File: config.mk
export PLATFORM = sky130hd
export DESIGN_NAME = vga_timing_flat
export DESIGN_NICKNAME = d
export VERILOG_FILES = /design/src/rtl/vga_pkg.sv /design/src/rtl/vga_tim_if.sv /design/src/rtl/vga_timing.sv /design/src/flat_wrapper.sv
export SDC_FILE = /design/constraint.sdc
export NUM_CORES = 1
export LEC_CHECK = 0
export BUFFER_PORTS_ARGS = -buffer_cell sky130_fd_sc_hd__buf_4
export CORE_AREA = 2 2 72 74
export DETAILED_ROUTE_END_ITERATION = 8
export DIE_AREA = 0 0 74 76
export GPL_TIMING_DRIVEN = 0
export PLACE_DENSITY = 0.78
export SYNTH_ARGS = -nofsm -noshare
export SYNTH_HDL_FRONTEND = slang
export SYNTH_SLANG_ARGS = --single-unit
File: constraint.sdc
create_clock -name clk -period 2.5 [get_ports clk]
set_input_delay 0.5 -clock clk [delete_from_list [all_inputs] [get_ports clk]]
set_output_delay 0.5 -clock clk [all_outputs]
set_load 0.01 [all_outputs]
File: src/rtl/vga_pkg.sv
// Shared video-pipeline constants: 800x600 @ 60 Hz raster geometry and counter width.
// Geometry parameters default from here so every stage agrees on the same raster.
package vga_pkg;

    localparam int COUNT_W     = 11;
    localparam int FRAME_CNT_W = 16;

    localparam int HOR_PIXELS = 800;
    localparam int H_FP       = 40;
    localparam int H_SYNC     = 128;
    localparam int H_BP       = 88;

    localparam int VER_PIXELS = 600;
    localparam int V_FP       = 1;
    localparam int V_SYNC     = 4;
    localparam int V_BP       = 23;

    localparam int HOR_TOTAL   = HOR_PIXELS + H_FP + H_SYNC + H_BP;
    localparam int VER_TOTAL   = VER_PIXELS + V_FP + V_SYNC + V_BP;
    localparam int HSYNC_START = HOR_PIXELS + H_FP;
    localparam int VSYNC_START = VER_PIXELS + V_FP;

    // True when count lies in [lo, lo+len); used for the sync windows.
    function automatic logic in_window(input logic [COUNT_W-1:0] count,
                                       input logic [COUNT_W-1:0] lo,
                                       input logic [COUNT_W:0]   len);
        logic [COUNT_W:0] cnt_ext;
        logic [COUNT_W:0] hi_ext;
        cnt_ext = {1'b0, count};
        hi_ext  = {1'b0, lo} + len;
        return (count >= lo) && (cnt_ext < hi_ext);
    endfunction

endpackage

File: src/rtl/vga_tim_if.sv
// Raster bus shared by every stage of the video pipeline.
// The timing generator drives it through 'out'; downstream stages read it through 'in'.
interface vga_tim;
    import vga_pkg::*;

    logic [COUNT_W-1:0] hcount;
    logic [COUNT_W-1:0] vcount;
    logic               hsync;
    logic               hblnk;
    logic               vsync;
    logic               vblnk;

    modport out (output hcount, vcount, hsync, hblnk, vsync, vblnk);
    modport in  (input  hcount, vcount, hsync, hblnk, vsync, vblnk);

endinterface

File: src/rtl/vga_timing.sv
// Raster generator: registered h/v counters with coherent blank/sync flags,
// plus a frame-start strobe and a free-running completed-frame counter.
module vga_timing
    import vga_pkg::*;
#(
    parameter int H_VISIBLE = HOR_PIXELS,
    parameter int H_FP      = vga_pkg::H_FP,
    parameter int H_SYNC    = vga_pkg::H_SYNC,
    parameter int H_BP      = vga_pkg::H_BP,
    parameter int V_VISIBLE = VER_PIXELS,
    parameter int V_FP      = vga_pkg::V_FP,
    parameter int V_SYNC    = vga_pkg::V_SYNC,
    parameter int V_BP      = vga_pkg::V_BP
) (
    input  logic                   clk,
    input  logic                   rst,
    input  logic                   ce,
    vga_tim.out                    tim,
    output logic                   frame_start,
    output logic [FRAME_CNT_W-1:0] frame_cnt
);

    localparam int H_TOTAL = H_VISIBLE + H_FP + H_SYNC + H_BP;
    localparam int V_TOTAL = V_VISIBLE + V_FP + V_SYNC + V_BP;

    generate
        if (H_TOTAL > (2 ** COUNT_W)) begin : g_h_width_check
            $error("vga_timing: H_TOTAL exceeds the 11-bit counter range");
        end
        if (V_TOTAL > (2 ** COUNT_W)) begin : g_v_width_check
            $error("vga_timing: V_TOTAL exceeds the 11-bit counter range");
        end
    endgenerate

    localparam logic [COUNT_W-1:0] H_LAST      = COUNT_W'(H_TOTAL - 1);
    localparam logic [COUNT_W-1:0] V_LAST      = COUNT_W'(V_TOTAL - 1);
    localparam logic [COUNT_W-1:0] H_BLNK_FROM = COUNT_W'(H_VISIBLE);
    localparam logic [COUNT_W-1:0] V_BLNK_FROM = COUNT_W'(V_VISIBLE);
    localparam logic [COUNT_W-1:0] H_SYNC_FROM = COUNT_W'(H_VISIBLE + H_FP);
    localparam logic [COUNT_W-1:0] V_SYNC_FROM = COUNT_W'(V_VISIBLE + V_FP);
    localparam logic [COUNT_W:0]   H_SYNC_LEN  = (COUNT_W+1)'(H_SYNC);
    localparam logic [COUNT_W:0]   V_SYNC_LEN  = (COUNT_W+1)'(V_SYNC);

    logic [COUNT_W-1:0]     hcount_nxt;
    logic [COUNT_W-1:0]     vcount_nxt;
    logic                   hsync_nxt;
    logic                   hblnk_nxt;
    logic                   vsync_nxt;
    logic                   vblnk_nxt;
    logic                   frame_wrap;
    logic [FRAME_CNT_W-1:0] frame_cnt_nxt;

    // Flags are derived from the next counts so they land in the same register
    // stage as the counts they describe.
    always_comb begin
        hcount_nxt    = tim.hcount;
        vcount_nxt    = tim.vcount;
        frame_wrap    = 1'b0;

        if (ce) begin
            if (tim.hcount == H_LAST) begin
                hcount_nxt = '0;
                if (tim.vcount == V_LAST) begin
                    vcount_nxt = '0;
                    frame_wrap = 1'b1;
                end else begin
                    vcount_nxt = tim.vcount + 1'b1;
                end
            end else begin
                hcount_nxt = tim.hcount + 1'b1;
            end
        end

        hblnk_nxt     = (hcount_nxt >= H_BLNK_FROM);
        vblnk_nxt     = (vcount_nxt >= V_BLNK_FROM);
        hsync_nxt     = in_window(hcount_nxt, H_SYNC_FROM, H_SYNC_LEN);
        vsync_nxt     = in_window(vcount_nxt, V_SYNC_FROM, V_SYNC_LEN);
        frame_cnt_nxt = frame_cnt + FRAME_CNT_W'(frame_wrap);
    end

    always_ff @(posedge clk) begin
        if (rst) begin
            tim.hcount  <= '0;
            tim.vcount  <= '0;
            tim.hsync   <= 1'b0;
            tim.hblnk   <= 1'b0;
            tim.vsync   <= 1'b0;
            tim.vblnk   <= 1'b0;
            frame_start <= 1'b0;
            frame_cnt   <= '0;
        end else begin
            tim.hcount  <= hcount_nxt;
            tim.vcount  <= vcount_nxt;
            tim.hsync   <= hsync_nxt;
            tim.hblnk   <= hblnk_nxt;
            tim.vsync   <= vsync_nxt;
            tim.vblnk   <= vblnk_nxt;
            frame_start <= frame_wrap;
            frame_cnt   <= frame_cnt_nxt;
        end
    end

endmodule
File: src/flat_wrapper.sv
// flat-port wrapper written by rule: the top's interface ports become plain ports
module vga_timing_flat import vga_pkg::*;
#(
    parameter int H_VISIBLE = HOR_PIXELS,
    parameter int H_FP      = vga_pkg::H_FP,
    parameter int H_SYNC    = vga_pkg::H_SYNC,
    parameter int H_BP      = vga_pkg::H_BP,
    parameter int V_VISIBLE = VER_PIXELS,
    parameter int V_FP      = vga_pkg::V_FP,
    parameter int V_SYNC    = vga_pkg::V_SYNC,
    parameter int V_BP      = vga_pkg::V_BP
)
  (clk, rst, ce, frame_start, frame_cnt, tim_hcount, tim_vcount, tim_hsync, tim_hblnk, tim_vsync, tim_vblnk);
  vga_tim tim_i ();
  input  logic clk;
  input  logic rst;
  input  logic ce;
  output logic frame_start;
  output logic [FRAME_CNT_W-1:0] frame_cnt;
  output wire logic [$bits(tim_i.hcount)-1:0] tim_hcount;
  output wire logic [$bits(tim_i.vcount)-1:0] tim_vcount;
  output wire logic [$bits(tim_i.hsync)-1:0] tim_hsync;
  output wire logic [$bits(tim_i.hblnk)-1:0] tim_hblnk;
  output wire logic [$bits(tim_i.vsync)-1:0] tim_vsync;
  output wire logic [$bits(tim_i.vblnk)-1:0] tim_vblnk;
  assign tim_hcount = tim_i.hcount;
  assign tim_vcount = tim_i.vcount;
  assign tim_hsync = tim_i.hsync;
  assign tim_hblnk = tim_i.hblnk;
  assign tim_vsync = tim_i.vsync;
  assign tim_vblnk = tim_i.vblnk;
  vga_timing #(.H_VISIBLE(H_VISIBLE), .H_FP(H_FP), .H_SYNC(H_SYNC), .H_BP(H_BP), .V_VISIBLE(V_VISIBLE), .V_FP(V_FP), .V_SYNC(V_SYNC), .V_BP(V_BP)) u_core (.clk(clk), .rst(rst), .ce(ce), .tim(tim_i), .frame_start(frame_start), .frame_cnt(frame_cnt));
endmodule
==> results.md, run 1 <==
- Final wirelength: 5.11 mm
- Syn_nets: 273
- Slowest cell on crit path: a2111oi_2
- Initial Util: 0.465
- Vias in the first global route: 1855
- Flop-to-flop setup slack: 0.13 ns
- Gate power share: 0.024
- Synth top area share: 0.377
- Final setup fails: 0
- Post-route insts no fill: 391
- DRC violations left: 0
- Reg area: around 870 um^2
- Layout cell share with drive strength beyond 1: 0.271
- Initial DRC count: 163
- CTS H-tree lvls: 2
- CTS Root Cell: clkbuf_8
- Cells after Synth: 266
- Worst path required time: 2.73 ns
- Placed insts: 380
- Cell taking the most area after synthesis: dfxtp_1
- Filler cell count: 430
- Layout area overhead: 27.4%
- Setup CP Type: reg -> reg
- Power Dens Cells: 474 nW/um^2
- Maxcap violations: 0
- Via count: 2085
- Post-synth EDFFs: 0
- Antenna-violating nets left: 0
- Largest stage delay on the critical path: 0.46 ns
- Max-slew violations: 0
- Total leakage power: 1.10 nW
- Sequential share of the synthesized area: 0.377
- Crit-path max FO: 7
- CP Launch Type: register
- FF+latch count, synth: 43
- Worst vdd ir: between 0.15 and 0.2 mV
- Skew final: 0.00822 ns
- PortBufs: 44
- Crit. End Element: register
- Leading cell types by total area after synthesis: dfxtp_1 (38%), nor2_1 (7.1%), xor2_1 (6.1%)
- Hold Violations, Final: 0
- Ys flop type: dfxtp_1
- Worst-Skew Late Latency: approximately 0.30 ns
- Period minus WS final: ~2.4 ns
- Total power: 1.38 mW
- Reg clk slew, reported paths: 0.08 ns
- Final net count: 327
- IO Count: 46
- Vias per cell: 5.33
- Hold Crit Class: reg -> reg
- Syn avg cell area: 8.58 um^2
- Switching Share: 0.202
- GP Congestion: 0.885
- Commonest cells after routing, fill and taps aside: buf_4 (49), nor2_1 (42), dfxtp_1 (39), nand2_1 (23), xor2_1 (16)
- Tot GR Track Use: 0.185
- Antenna violations before repair: 0
- Wire per inst: roughly 13 um
- Number of antenna diodes: 0
- Sw power: 0.278 mW
- Async set or reset register ratio after synthesis: 0
- Placed cell area: 2700 um^2
- Post-DP HPWL: ~3.6 mm
- Flop pwr share: 0.502
- Number of CTS-inserted buffers: 5
- Area of the multi-input gates: 1340 um^2
- Max Fclk: ~0.42 GHz
- Status: finished, final reports clean
- P_int: 1.10 mW
- Worst relative slew slack: 0.612
- Sink Count: 43
- Least-Margin Pin Slew: 0.583 ns
- Clock Power Share: 0.473
- Mapped Area: 2280 um^2
- First drt pass iteration count: 4
- Die width: 74 um
- Most common cell after layout, fill and taps aside: buf_4
- YS warnings: 0
- Core box area: just under 5000 um^2
- Die Ht: 76 um
- Post-synthesis cell type count: approximately 50
- First-pass GRT wire length: 8.35 mm
- Period utilization: 0.949
- Design area: 2910 um^2
- Clock Tree Buf Depth: 2
- FP Rows: 26
- WP data arrival: 2.60 ns
- CTS tree: done
- Global route overflow: 0
- Crit path cell chain: ha_1, and3_1, buf_6, nand4_4, buf_4, buf_4, nor3_4, o22ai_1, a2111oi_2, a21boi_2
- Most frequent CP cell: buf_4
- Die area: 5620 um^2
- Largest net degree at the start of global routing: 15
## final timing paths
| check | to | depth (start not counted) | from |
|---|---|---|---|
| worst max register to register | u_core.tim.vsync$_SDFF_PP0_ | 10 | u_core.tim.hcount[0]$_SDFF_PP0_ |
| worst max-delay path | u_core.tim.vsync$_SDFF_PP0_ | 10 | u_core.tim.hcount[0]$_SDFF_PP0_ |
| worst min register to register | u_core.tim.vcount[1]$_SDFF_PP0_ | 2 | u_core.tim.vcount[1]$_SDFF_PP0_ |
| worst min-delay path | u_core.tim.vcount[1]$_SDFF_PP0_ | 2 | u_core.tim.vcount[1]$_SDFF_PP0_ |
## synth_stat cells, types with 6 or more instances
| cell | number |
|---|---|
| nand4_1 | 6 |
| nand3_1 | 14 |
| nand2_1 | 23 |
| a21oi_1 | 12 |
| xnor2_1 | 14 |
| nor3_1 | 7 |
| xor2_1 | 16 |
| clkbuf_1 | 6 |
| dfxtp_1 | 43 |
| and3_1 | 6 |
| nor2_1 | 43 |
## sequential cells by signal (all words and copies together), names as in the netlist
signal,cells
u_core.tim.hcount,11
u_core.frame_start,1
u_core.tim.vsync,1
u_core.frame_cnt,16
u_core.tim.hblnk,1
u_core.tim.vcount,11
u_core.tim.hsync,1
u_core.tim.vblnk,1
## worst max-delay path: cells and delay by family, from the launching register on
kind / cells / cell delay, ns
flip-flops: 1 / 0.37
buffers and inverters: 3 / 0.45
AO/OA/AOI/OAI: 3 / 0.81
AND/OR/NAND/NOR: 3 / 0.48
adder cells (fa/ha/maj): 1 / 0.17
## power groups by stage
stage                     clock network (mW)  registers (mW)  logic [mW]
after global placement                     0           0.708      0.0330
final                                  0.651           0.692      0.0334
after floorplan                            0           0.709      0.0175
after CTS                              0.664           0.692      0.0338
after global routing                   0.694           0.692      0.0369
after detailed placement                   0           0.708      0.0334
## timing repair
action	4_1_cts	5_1_grt
pin swaps	1	2
hold buffers	0	0
gates resized for setup	3	11
setup endpoints to repair	11	4
setup buffers	2	2
## layer usage
layer,wire length (um),vias up,GRT usage
met5,0,-,0
met4,107,0,0.0727
met3,290,12,0.0344
met2,2470,71,0.306
met1,2240,967,0.232
li1,-,1035,-
## through the flow
step                      hold slack, ns  worst slack, ns  utilization  TNS (ns)
after floorplan                    0.511          0.00747            -         0
after global placement             0.486           -0.263        0.550     -1.33
after detailed placement           0.497           -0.293        0.550     -1.60
after CTS                          0.500           0.0352        0.582         0
after global routing               0.501          -0.0147        0.592   -0.0235
final                              0.494            0.128        0.592         0
## layout make-up
type	instances	area share
buffer	13	0.0362
clock buffer	5	0.0237
clock inverter	3	0.0232
inverter	2	0.00258
multi-input combinational	207	0.461
sequential	43	0.300
tap	70	0.0301
timing repair buffer	48	0.124
## cell families (layout without fill, tap and decap cells)
logic type,after synthesis,after routing,share of synthesized area
DFF,43,43,0.377
and+or+nand+nor,136,136,0.322
muxes,2,2,0.00877
AOI/OAI and AO/OA,35,35,0.105
xor gates and xnor gates,30,30,0.115
buffers and inverters,16,71,0.0499
adders and majority gates,4,4,0.0219
No activity file was read; power rests on OpenSTA's default activity.
==> inputs of run 2 (changes only) <==
Settings changed: CELL_PAD_IN_SITES_DETAIL_PLACEMENT set to 0, CELL_PAD_IN_SITES_GLOBAL_PLACEMENT set to 1, CORE_AREA 2 2 72 74 to 2 2 79 81, DIE_AREA 0 0 74 76 to 0 0 81 83, PLACE_DENSITY 0.78 to 0.82.
Clock period 2.5 ns to 2.2 ns, I/O delays scaled along.
==> run 2 against run 1 <==
Net effect: maximum frequency increased by 10%; non-clock buffer count is 8 higher; clock skew decreased by 0.0048 ns; utilization decreased by 6.8 points; power is 1.7% lower; worst hold slack worse by 0.048 ns; global-route usage is 2.1 points lower; clock power is 20% lower; register-to-register slack worse by 0.08 ns.
==> results.md, run 2 (synthesis results as in run 1) <==
- Status: finished, final reports clean
- IO Count: 46 (unchanged)
- Largest stage delay on the critical path: 0.37 ns (-0.09 ns)
- FP Rows: 28 (+7.7%)
- Cell family with most CP delay: compound AO/OA/AOI/OAI gates
- Antenna-violating nets left: 0 (unchanged)
- Flop-to-flop setup slack: 0.05 ns (-0.08 ns)
- Final core occ: 0.523 (-0.0682)
- Switching Share: 0.224 (+0.0214)
- Skew final: 0.00346 ns (-0.00476 ns)
- Layout area overhead: 33.4%
- Antenna violations before repair: 0 (unchanged)
- Worst relative slew slack: 0.599 (-0.0126)
- Tot GR Track Use: 0.164 (-0.0207)
- R2r startpoint: u_core.tim.hcount[0]$_SDFF_PP0_
- PortBufs: 44 (unchanged)
- Most common cell after layout, fill and taps aside: buf_4
- Number of CTS-inserted buffers: 5 (unchanged)
- Critical path origin: u_core.tim.hcount[0]$_SDFF_PP0_
- Placed cell area: 2780 um^2 (+2.7%)
- Worst-Skew Late Latency: 0.29 ns (about the same)
- RSZ-0062 raised after global routing: true
- Vias per cell: 5.18 (-2.8%)
- CP Launch Type: register
- Max Fclk: 0.466 GHz (+10%)
- Layout cell share with drive strength beyond 1: 0.341 (+0.0704)
- Sink Count: 43 (unchanged)
- Core box area: 5820 um^2 (+18%)
- Power Dens Cells: 444 nW/um^2 (-6.2%)
- Flop pwr share: 0.578 (+0.076)
- Total leakage power: 1.13 nW (+3.1%)
- Crit path cell chain: ha_4, and3_4, buf_4, and4_4, buf_6, and3_1, o2111ai_1, a2111oi_4, a21boi_2
- Worst vdd ir: 0.245 mV (+23%)
- Gate power share: 0.035 (+0.011)
- Hold Violations, Final: 0 (unchanged)
- Largest reg by FF count: u_core.frame_cnt
- Met3 Track Usage GR: 0.0348 (+0.000391)
- Buf+Inv Stages, Crit Path: 2 (-1)
- Slowest cell on crit path: a2111oi_4
- TNS Setup: 0 ns (unchanged)
- Die width: 81 um (+9.5%)
- Design area: 3040 um^2 (+4.7%)
- Clock Tree Buf Depth: 2 (unchanged)
- CTS tree: done
- Crit. End Element: register
- CP Depth: 9 (-1)
- GR Util met2: 0.264 (-0.0425)
- Crit-path max FO: 10 (+3)
- First drt pass iteration count: 4 (unchanged)
- Worst path required time: 2.43 ns (-0.30 ns)
- Global route overflow: 0 (unchanged)
- Post-DP HPWL: 3.82 mm (+5.7%)
- CTS H-tree lvls: 2 (unchanged)
- DRC violations left: 0 (unchanged)
- Period utilization: 0.976 (+0.0273)
- Max reg flops: 16 (unchanged)
- Final setup fails: 0 (unchanged)
- GP Congestion: 0.801 (-9.5%)
- Period minus WS final: 2.15 ns (-0.225 ns)
- Initial DRC count: 141 (-13%)
- Commonest cells after routing, fill and taps aside: buf_4 (59), nor2_1 (42), dfxtp_1 (30), nand2_1 (23), xor2_1 (16)
- Pre-CTS WS: -0.335 ns (-0.0418 ns)
- P_int: 1.05 mW (-4.4%)
- Final WS setup: 0.0526 ns (-0.0755 ns)
- Biggest regs: u_core.frame_cnt x16, u_core.tim.hcount x11, u_core.tim.vcount x11
- Least-Margin Pin Slew: 0.602 ns (+0.0190 ns)
- Final net count: 335 (+2.4%)
- Largest net degree at the start of global routing: 14 (-1)
- Crit path to: u_core.tim.vsync$_SDFF_PP0_
- Final wirelength: 5.42 mm (+6.0%)
- Filler cell count: 613 (+43%)
- R2R depth: 9 (-1)
- Hold_ws: 0.446 ns (-0.0482 ns)
- Die area: 6720 um^2 (+20%)
- First-pass GRT wire length: 8.89 mm (+6.4%)
- Number of antenna diodes: 0 (unchanged)
- Die Ht: 83 um (+9.2%)
- Busiest grt layer: met2
- Reg2reg end: u_core.tim.vsync$_SDFF_PP0_
- Met1 track demand over resource: 0.214 (-0.0181)
- WP data arrival: 2.38 ns (-0.22 ns)
- Wire per inst: 13.5 um (+2.9%)
- Hold Crit Class: in -> reg
- CTS Root Cell: clkbuf_8
- Initial Util: 0.392 (-0.0722)
- Maxcap violations: 0 (unchanged)
- Sw power: 0.302 mW (+8.7%)
- Reg clk slew, reported paths: 0.08 ns (about the same)
- Max-slew violations: 0 (unchanged)
- Via count: 2089 (+0.19%)
- Clock Power Share: 0.387 (-0.086)
- Setup CP Type: reg -> reg
- Vias in the first global route: 1906 (+2.7%)
-- run 2: timing repair --
item,4_1_cts,5_1_grt
pin swaps,6,9
gates resized for setup,15,13
setup buffers,15,1
hold buffers,0,0
endpoints found under the setup margin,13,9
-- run 2: worst min-delay path by stage --
| stage | cells past startpoint | slack (ns) | endpoint | from |
|---|---|---|---|---|
| floorplan | 2 | 0.48 | u_core.tim.vcount[1]$_SDFF_PP0_ | u_core.tim.vcount[1]$_SDFF_PP0_ |
| global placement | 2 | 0.47 | u_core.tim.vcount[1]$_SDFF_PP0_ | u_core.tim.vcount[1]$_SDFF_PP0_ |
| detailed placement | 2 | 0.47 | u_core.tim.vcount[1]$_SDFF_PP0_ | u_core.tim.vcount[1]$_SDFF_PP0_ |
| CTS | 3 | 0.43 | u_core.tim.hcount[0]$_SDFF_PP0_ | ce |
| global route | 3 | 0.46 | u_core.tim.hcount[0]$_SDFF_PP0_ | ce |
| finish | 3 | 0.45 | u_core.tim.hcount[0]$_SDFF_PP0_ | ce |
-- run 2: per-stage QoR --
stage          cells  total power, mW
2_1_floorplan    266            0.828
5_1_grt          403             1.42
3_3_place_gp     385            0.845
6_report         403             1.35
4_1_cts          403             1.38
3_5_place_dp     385            0.846
-- run 2: tightest hold or removal path, delay by kind of cell --
kind                      cells  cell delay (ns)
xor gates and xnor gates      1             0.07
buffers and inverters         1             0.12
and+or+nand+nor               1             0.07
-- run 2: final cells by class --
cell class                 count  area, um^2  area share
clock inverter                 1        8.76     0.00288
inverter                       2        7.51     0.00247
buffer                         9        70.1      0.0230
tap                           75        93.8      0.0308
timing repair buffer          60         454       0.149
clock buffer                   6        82.6      0.0271
multi-input combinational    207        1440       0.472
sequential                    43         890       0.292
-- run 2: power groups by stage --
stage	Clock, mW	Sequential [mW]	Combinational (mW)
finish	0.524	0.782	0.0470
global route	0.582	0.783	0.0528
CTS	0.547	0.784	0.0475
detailed placement	0	0.806	0.0400
global placement	0	0.806	0.0389
floorplan	0	0.807	0.0209
-- run 2: per-layer routing --
layer | share of wire | vias up
met1 | 0.46 | 999
met3 | 0.032 | 4
met4 | 0.0089 | 0
met2 | 0.50 | 31
met5 | 0 | -
li1 | - | 1055
